<file path="config.mk">
export PLATFORM = sky130hd
export DESIGN_NAME = pipe_mem_stage
export DESIGN_NICKNAME = d
export VERILOG_FILES = /design/src/rtl/pipe_pkg.sv /design/src/rtl/pipe_dram.sv /design/src/rtl/pipe_mem_stage.sv
export SDC_FILE = /design/constraint.sdc
export NUM_CORES = 1
export LEC_CHECK = 0
export CAP_MARGIN = 0
export CORE_MARGIN = 8
export CORE_UTILIZATION = 59
export DETAILED_ROUTE_END_ITERATION = 6
export PLACE_DENSITY = 0.8
export SYNTH_ARGS = -nofsm -noshare
export SYNTH_HDL_FRONTEND = slang
export SYNTH_HIERARCHICAL = 1
export SYNTH_SLANG_ARGS = --single-unit
</file>
<file path="constraint.sdc">
create_clock -name clock -period 5.75 [get_ports clock]
set_input_delay 1.15 -clock clock [delete_from_list [all_inputs] [get_ports clock]]
set_output_delay 1.15 -clock clock [all_outputs]
set_load 0.01 [all_outputs]
</file>
<file path="src/rtl/pipe_pkg.sv">
// Shared constants and types for the pipeline MEM stage.
package pipe_pkg;

    localparam int   XLEN        = 32;
    localparam int   REG_W       = 5;
    localparam int   ADDR_IO_BIT = 7;

    // Word offsets inside the I/O region, selected by address bit 2.
    localparam logic IO_WORD0 = 1'b0;
    localparam logic IO_WORD1 = 1'b1;

    // Which source drives the registered load data.
    typedef enum logic [1:0] {
        WMO_ZERO = 2'd0,
        WMO_RAM  = 2'd1,
        WMO_IO   = 2'd2
    } wmo_src_e;

    // Word accesses must have the two low byte-address bits clear.
    function automatic logic misaligned(input logic [1:0] lo);
        return lo != 2'b00;
    endfunction

endpackage

</file>
<file path="src/rtl/pipe_dram.sv">
// Single-port synchronous data RAM, read-first: a write and a read of the
// same word on one edge returns the old contents. No reset on the array.
module pipe_dram
    import pipe_pkg::*;
#(
    parameter int DEPTH_LOG2 = 5
) (
    input  logic                  clock,
    input  logic                  we,
    input  logic [DEPTH_LOG2-1:0] addr,
    input  logic [XLEN-1:0]       wdata,
    output logic [XLEN-1:0]       rdata
);

    logic [XLEN-1:0] mem [0:(2**DEPTH_LOG2)-1];

    // Registered read of the old word, optional write of the new one.
    always_ff @(posedge clock) begin
        if (we)
            mem[addr] <= wdata;
        rdata <= mem[addr];
    end

endmodule

</file>
<file path="src/rtl/pipe_mem_stage.sv">
// MEM stage: data-RAM / memory-mapped I/O access and the MEM/WB register.
// Optional I/O region enabled by defining PIPE_MEM_IO_EN.
module pipe_mem_stage
    import pipe_pkg::*;
#(
    parameter int DEPTH_LOG2 = 5,
    parameter int IO_BIT     = ADDR_IO_BIT
) (
    input  logic             clock,
    input  logic             resetn,
    input  logic             mwreg,
    input  logic             mm2reg,
    input  logic             mwmem,
    input  logic [XLEN-1:0]  malu,
    input  logic [XLEN-1:0]  mb,
    input  logic [REG_W-1:0] mrn,
    input  logic [XLEN-1:0]  in_port0,
    input  logic [XLEN-1:0]  in_port1,
    output logic             wwreg,
    output logic             wm2reg,
    output logic [XLEN-1:0]  wmo,
    output logic [XLEN-1:0]  walu,
    output logic [REG_W-1:0] wrn,
    output logic             wfault,
    output logic [XLEN-1:0]  out_port0,
    output logic [XLEN-1:0]  out_port1
);

    logic                  is_mem;
    logic                  fault;
    logic                  io_acc;
    logic                  ram_we;
    logic [DEPTH_LOG2-1:0] ram_idx;
    logic [XLEN-1:0]       ram_rdata;
    logic [XLEN-1:0]       io_rd_q;
    wmo_src_e              src_d;
    wmo_src_e              src_q;

    assign is_mem  = mwmem | mm2reg;
    assign fault   = is_mem & misaligned(malu[1:0]);
    // Upper address bits are ignored: the RAM aliases every 2**DEPTH_LOG2 words.
    assign ram_idx = malu[DEPTH_LOG2+1:2];

`ifdef PIPE_MEM_IO_EN
    assign io_acc = is_mem & malu[IO_BIT];
`else
    assign io_acc = 1'b0;
`endif

    // Store suppressed on fault, on I/O accesses and while reset is asserted.
    assign ram_we = resetn & mwmem & ~fault & ~io_acc;

    pipe_dram #(.DEPTH_LOG2(DEPTH_LOG2)) u_dram (
        .clock (clock),
        .we    (ram_we),
        .addr  (ram_idx),
        .wdata (mb),
        .rdata (ram_rdata)
    );

    // Pick the next load-data source; faults force zero.
    always_comb begin
        src_d = WMO_RAM;
        if (fault)
            src_d = WMO_ZERO;
        else if (io_acc)
            src_d = WMO_IO;
    end

    // MEM/WB boundary register.
    always_ff @(posedge clock) begin
        if (!resetn) begin
            wwreg  <= 1'b0;
            wm2reg <= 1'b0;
            walu   <= '0;
            wrn    <= '0;
            wfault <= 1'b0;
            src_q  <= WMO_ZERO;
        end else begin
            wwreg  <= mwreg & ~fault;
            wm2reg <= mm2reg;
            walu   <= malu;
            wrn    <= mrn;
            wfault <= fault;
            src_q  <= src_d;
        end
    end

    // The RAM read data is already registered inside pipe_dram, so wmo is a
    // registered source selected by a registered select.
    always_comb begin
        unique case (src_q)
            WMO_RAM: wmo = ram_rdata;
            WMO_IO:  wmo = io_rd_q;
            default: wmo = '0;
        endcase
    end

`ifdef PIPE_MEM_IO_EN
    // Sample the addressed input port for I/O loads.
    always_ff @(posedge clock) begin
        if (!resetn)
            io_rd_q <= '0;
        else
            io_rd_q <= (malu[2] == IO_WORD1) ? in_port1 : in_port0;
    end

    // Output port registers written by aligned I/O stores.
    always_ff @(posedge clock) begin
        if (!resetn) begin
            out_port0 <= '0;
            out_port1 <= '0;
        end else if (mwmem && io_acc && !fault) begin
            if (malu[2] == IO_WORD0)
                out_port0 <= mb;
            else
                out_port1 <= mb;
        end
    end

    logic unused_bits;
    assign unused_bits = ^{malu[XLEN-1:DEPTH_LOG2+2]};
`else
    assign io_rd_q   = '0;
    assign out_port0 = '0;
    assign out_port1 = '0;

    // Input ports and upper address bits have no function in this build.
    logic unused_bits;
    assign unused_bits = ^{in_port0, in_port1, malu[XLEN-1:DEPTH_LOG2+2]};
`endif

endmodule

</file>
==> results.ini, run 1 <==
[critical_path]
worstPathArrival_ns=4.81
reg2reg_slack_ns=4.11
crit_path_max_fanout=42
cp-end-kind=register
worstPathRequired_ns=6.12
crit_type=input port to register
startpoint_type=input port

[global_route]
grtUsageTotal_pct=24.2
antenna_found_initial=2
grt_pass1_wl_um=141000
overflow=0
grt_max_degree=133
grt_pass1_vias=22100

[placement]
io_buffers=145
place_congestion=0.799
pre_cts_slack_ns=0.645
dp_hpwl_um=52400

[logic_synthesis]
synth_top_cell_area_share_pct=74.0
synth_top_area_cell=edfxtp_1
postSynthAreaPerCell_um2=18.1
ys_types=29
synth_cells=2297
synth_seq_area_share_pct=77.5
ys_seq_elements=1097
yosysWarnings=6
yosys-top-cells-area=edfxtp_1 74%, mux2i_1 12%, o22ai_1 3.9%, dfxtp_1 3.5%, buf_4 1.2%
synthesis.area_mm2=0.0416

[drt]
route.vias.total=22200
initialDrtViolationCount=2513
wl_per_cell_um=28.0
antenna_left=0
viasPerCell=6.31
wl_um=98300
drc=0
dr.pass1.iters=5

[flow_run]
drv_cap=0

[power]
p_leak_nw=16.7
powerDensity_mw_per_mm2=346
peakVddDrop_uv=312

[clock_network]
cts-root-buf=clkbuf_16
cts_made_buffers=106
clock_latency_ns=0.67
ctsResizeCount=0
cts_setup_buffers=0
path_clk_slew_ns=0.06
clk_path_buf_depth=3
htree_levels=3
ctsHoldBuffers=0
cts.sinks=1097
cts_tree=done

[floorplan]
design.core.area_mm2=0.0699
io_pins=274
dieArea_mm2=0.0792
rows=97
fp.dieW_um=281
initial_utilization_pct=59.5
die_h_um=281

[worst_hold_path]
hold_class=register to register

[timing]
clock_skew_ns=0.0165
relSlewSlack_pct=18.9
fin_ws_ns=1.31
max_freq_mhz=225
setup_tns_ns=0
rsz0062_at_grt=false
hold_viol=0
tightestPinTransition_ns=1.21
report.final.slew_viol_count=0
min_period_ns=4.44
finalCritPeriodShare_pct=77.3
finalSetupViolations=0

[final_layout]
num_antenna_cells=0
area_growth_pct=14.9
nets=2623
drive_gt1_share_pct=11.2

[run_status]
status=completed

==> worst paths after layout <==
path                      start                 end  cells past startpoint
max                      resetn  u_dram/mem[14][30]                      7
min          u_dram/mem[30][21]    u_dram/rdata[21]                      4
max reg2reg  u_dram/mem[31][28]    u_dram/rdata[28]                      4
min reg2reg  u_dram/mem[30][21]    u_dram/rdata[21]                      4
==> cell usage after synthesis <==
cell type	instances
conb_1	1
nand3b_1	4
o22ai_1	257
or4_4	1
clkbuf_1	23
or4b_4	3
buf_4	66
buf_1	1
or4b_1	1
nand4_1	1
and3_2	1
nor3_1	5
or3_1	1
nand4b_1	4
nor4_1	64
nor2_1	30
and2_1	62
nand4bb_1	6
nand3_1	2
dfxtp_1	73
clkbuf_2	7
nand2_1	35
buf_6	19
or3b_2	3
buf_2	81
edfxtp_1	1024
mux2i_1	512
and2_2	9
inv_2	1
==> per-stage QoR <==
step                      cell area [um2]  power (W)  hold slack, ns  util, %  std cells
after floorplan                     41800    0.00938           0.576        -       2360
after global placement              44200    0.00966           0.637     63.2       3317
after detailed placement            44200    0.00968           0.636     63.2       3317
after CTS                           47700     0.0166           0.654     68.3       3517
after global routing                47700     0.0169           0.680     68.3       3517
final                               47700     0.0165           0.648     68.3       3517
==> worst max-delay path: stages <==
cell	delay [ns]
clkdlybuf4s50_1	0.46
buf_4	0.31
nand2_1	0.10
nor3_1	0.63
nand3b_1	0.78
nor2_4	1.02
buf_4	0.34
==> routing by layer <==
layer / GRT usage, % / part of all wire, % / up-vias
li1: - / - / 9417
met1: 30.8 / 36 / 11200
met2: 41.1 / 49 / 1330
met3: 4.00 / 10 / 265
met4: 10.7 / 4.2 / 2
met5: 0 / 0.014 / -
==> sequential cells by signal, indices dropped and copies added (netlist names) <==
register / count
wfault: 1
u_dram/rdata: 32
u_dram/mem: 1024
wwreg: 1
wm2reg: 1
walu: 32
src_q: 1
wrn: 5
==> cell type report <==
type	instances	area [um2]
well taps	940	1180
repair buffers	214	2160
multi-input cells	1065	8610
clock buffers	159	3080
clock inverters	41	504
fillers	4298	22200
inverters	1	3.75
flip-flops and latches	1097	32200
==> cell usage in the layout, fill, tap and decap left out, types with 2 or more instances in the layout <==
cell type        netlist  routed
edfxtp_1            1024    1024
mux2i_1              512     512
o22ai_1              257     257
clkdlybuf4s50_1        0     144
clkbuf_16              0     109
dfxtp_1               73      72
conb_1                 1      64
nor4_1                64      64
and2_1                62      62
buf_4                 66      54
nand2_1               35      35
clkbuf_1              23      34
nor2_4                 0      28
clkbuf_8               0      16
clkinv_2               0      15
buf_12                 0      15
bufinv_16              0      10
and2_2                 9       9
clkinv_1               0       6
nand4bb_2              0       6
inv_6                  0       5
nand3b_1               4       4
nor3_2                 0       4
nand4b_1               4       4
or3b_2                 3       3
or4b_4                 3       3
nor2_1                30       2
clkinvlp_4             0       2
nand3_1                2       2
==> cell families after synthesis <==
logic type	count (synthesis)	synth area share, %
AO/OA/AOI/OAI	257	3.87
buffers and inverters	198	2.99
flip-flops	1097	77.5
multiplexers	512	12.3
other	1	0.00902
AND/OR/NAND/NOR	232	3.31
==> power breakdown <==
group	internal (W)	leakage (nW)	switching (W)
Clock	0.00416	1.75	0.00286
Sequential	0.00879	9.81	0.0000252
Combinational	0.000275	5.09	0.000432
Power figures use the tool's default switching activity.
==> run 2, diff against run 1 <==
==> constraint.sdc (replaced) <==
create_clock -name clock -period 4.6 [get_ports clock]
set_input_delay 0.92 -clock clock [delete_from_list [all_inputs] [get_ports clock]]
set_output_delay 0.92 -clock clock [all_outputs]
set_load 0.01 [all_outputs]
==> results.ini, run 2 (synthesized netlist as in run 1, its figures left out) <==
[run_status]
status=completed

[timing]
hold_viol=0  ; unchanged
min_period_ns=3.45
relSlewSlack_pct=25.8  ; +6.9 points
finalSetupViolations=0  ; unchanged
clock_skew_ns=0.0256  ; +0.00911 ns
setup_tns_ns=0  ; unchanged
report.final.slew_viol_count=0  ; unchanged
max_freq_mhz=290
tightestPinTransition_ns=1.11  ; -0.103 ns
finalCritPeriodShare_pct=75.0
rsz0062_at_grt=false

[global_route]
grt_max_degree=120  ; -9.8%
overflow=0  ; unchanged
grt_pass1_wl_um=144000  ; +2.2%
grt_pass1_vias=22300  ; +0.84%
grtUsageTotal_pct=24.8  ; +0.57 points
antenna_found_initial=1  ; -1

[placement]
io_buffers=145  ; unchanged
place_congestion=0.822  ; +2.9%
place_area_mm2=0.0443  ; +0.39%
dp_hpwl_um=53900  ; +2.7%

[power]
finalPower_w=0.0200  ; +21%
powerDensity_mw_per_mm2=421  ; +22%
netSwitchingFraction_pct=20.6  ; +0.53 points
p_leak_nw=16.6  ; -0.48%
seqPwrFrac_pct=55.0  ; +1.7 points
pwr-share-clk_pct=40.6  ; -1.8 points
pwr-share-comb_pct=4.4  ; about the same
internal_power_w=0.0159  ; +20%
peakVddDrop_uv=289  ; -7.3%
p_sw_w=0.00413  ; +24%

[floorplan]
rows=97  ; unchanged
initial_utilization_pct=59.5  ; unchanged
io_pins=274  ; unchanged
die_h_um=281  ; unchanged
design.core.area_mm2=0.0699  ; unchanged
dieArea_mm2=0.0792  ; unchanged
fp.dieW_um=281  ; unchanged

[final_layout]
drive_gt1_share_pct=11.1  ; -0.12 points
top_regs=u_dram/mem (1024), u_dram/rdata (32), walu (32)
stdcell_area_mm2=0.0476  ; -0.30%
num_antenna_cells=0  ; unchanged
largest_register=u_dram/mem
multi_input_area_mm2=0.00861  ; unchanged
nets=2635  ; +0.46%
area_growth_pct=14.5
regArea_mm2=0.0322  ; unchanged
mostFrequentLayoutCell=edfxtp_1
most-common-layout-cells=1024 x edfxtp_1, 512 x mux2i_1, 257 x o22ai_1
largest_reg_flops=1024  ; unchanged
nFillCells=4276  ; -0.51%

[clock_network]
cts_setup_buffers=0  ; unchanged
ctsHoldBuffers=0  ; unchanged
htree_levels=3  ; unchanged
clock_latency_ns=0.67  ; about the same
clk_path_buf_depth=3  ; unchanged
cts_tree=done
cts_made_buffers=105  ; -0.94%
cts.sinks=1097  ; unchanged
ctsResizeCount=0  ; unchanged
path_clk_slew_ns=0.06  ; about the same
cts-root-buf=clkbuf_16

[critical_path]
worstPathArrival_ns=3.94  ; -0.87 ns
startpoint_type=input port
crit_path_max_fanout=22  ; -48%
crit_type=input port to register
worstPathRequired_ns=5.09  ; -1.03 ns
cp-end-kind=register

[worst_hold_path]
hold_class=register to register

[drt]
route.vias.total=22400  ; +0.82%
dr.pass1.iters=5  ; unchanged
viasPerCell=6.35  ; +0.53%
wl_per_cell_um=28.5  ; +1.9%
wl_um=101000  ; +2.2%
initialDrtViolationCount=2544  ; +1.2%
antenna_left=0  ; unchanged
drc=0  ; unchanged

[flow_run]
drv_cap=0  ; unchanged

run 2: changes by cell type in the layout (fill, tap and decap cells not counted), moves of 3 or more:
cell,before,now
bufinv_16,10,5
clkbuf_8,16,5
clkinvlp_4,2,5
buf_12,15,21
clkinv_1,6,20
clkbuf_16,109,105
buf_4,54,61
run 2: area by class of cell:
cell class,count,area share [%]
flip-flops and latches,1097,67.7
multi-input cells,1065,18.1
clock buffers,142,5.92
repair buffers,227,4.90
well taps,940,2.47
clock inverters,55,0.941
inverters,1,0.00789
run 2: worst max-delay path: stages:
cell             delay [ns]
clkdlybuf4s50_1        0.88
nand4_1                0.91
buf_12                 0.29
o22ai_1                0.10
nor4_1                 0.65
nand2_1                0.15
run 2: path summary, 6_finish.rpt:
check	startpoint	endpoint	slack, ns	cells past startpoint
min reg2reg	u_dram/mem[28][23]	u_dram/rdata[23]	0.65	4
min	u_dram/mem[28][23]	u_dram/rdata[23]	0.65	4
max	malu[5]	u_dram/rdata[8]	1.15	6
max reg2reg	u_dram/mem[18][8]	u_dram/rdata[8]	2.99	4
run 2: per-layer routing:
layer,vias to the layer above,part of all wire [%],global-route usage (%)
li1,9434,-,-
met1,11300,37,31.8
met2,1408,49,41.8
met3,269,10,4.14
met4,2,4.2,10.8
met5,-,0.012,0
run 2: per-stage QoR:
stage / util, % / setup WS, ns / std cells / hold slack [ns]
floorplan: - / 0.0112 / 2360 / 0.576
global placement: 63.4 / 0.698 / 3330 / 0.622
detailed placement: 63.4 / 0.580 / 3330 / 0.640
CTS: 68.1 / 1.10 / 3527 / 0.654
global route: 68.1 / 1.08 / 3527 / 0.706
finish: 68.1 / 1.15 / 3527 / 0.652
run 2: power by group through the flow:
stage	Clock (W)	Sequential [W]	Combinational (W)
final	0.00815	0.0110	0.000879
after global routing	0.00860	0.0110	0.000929
after CTS	0.00823	0.0110	0.000872
after detailed placement	0	0.0112	0.000863
after global placement	0	0.0112	0.000835
after floorplan	0	0.0112	0.000506
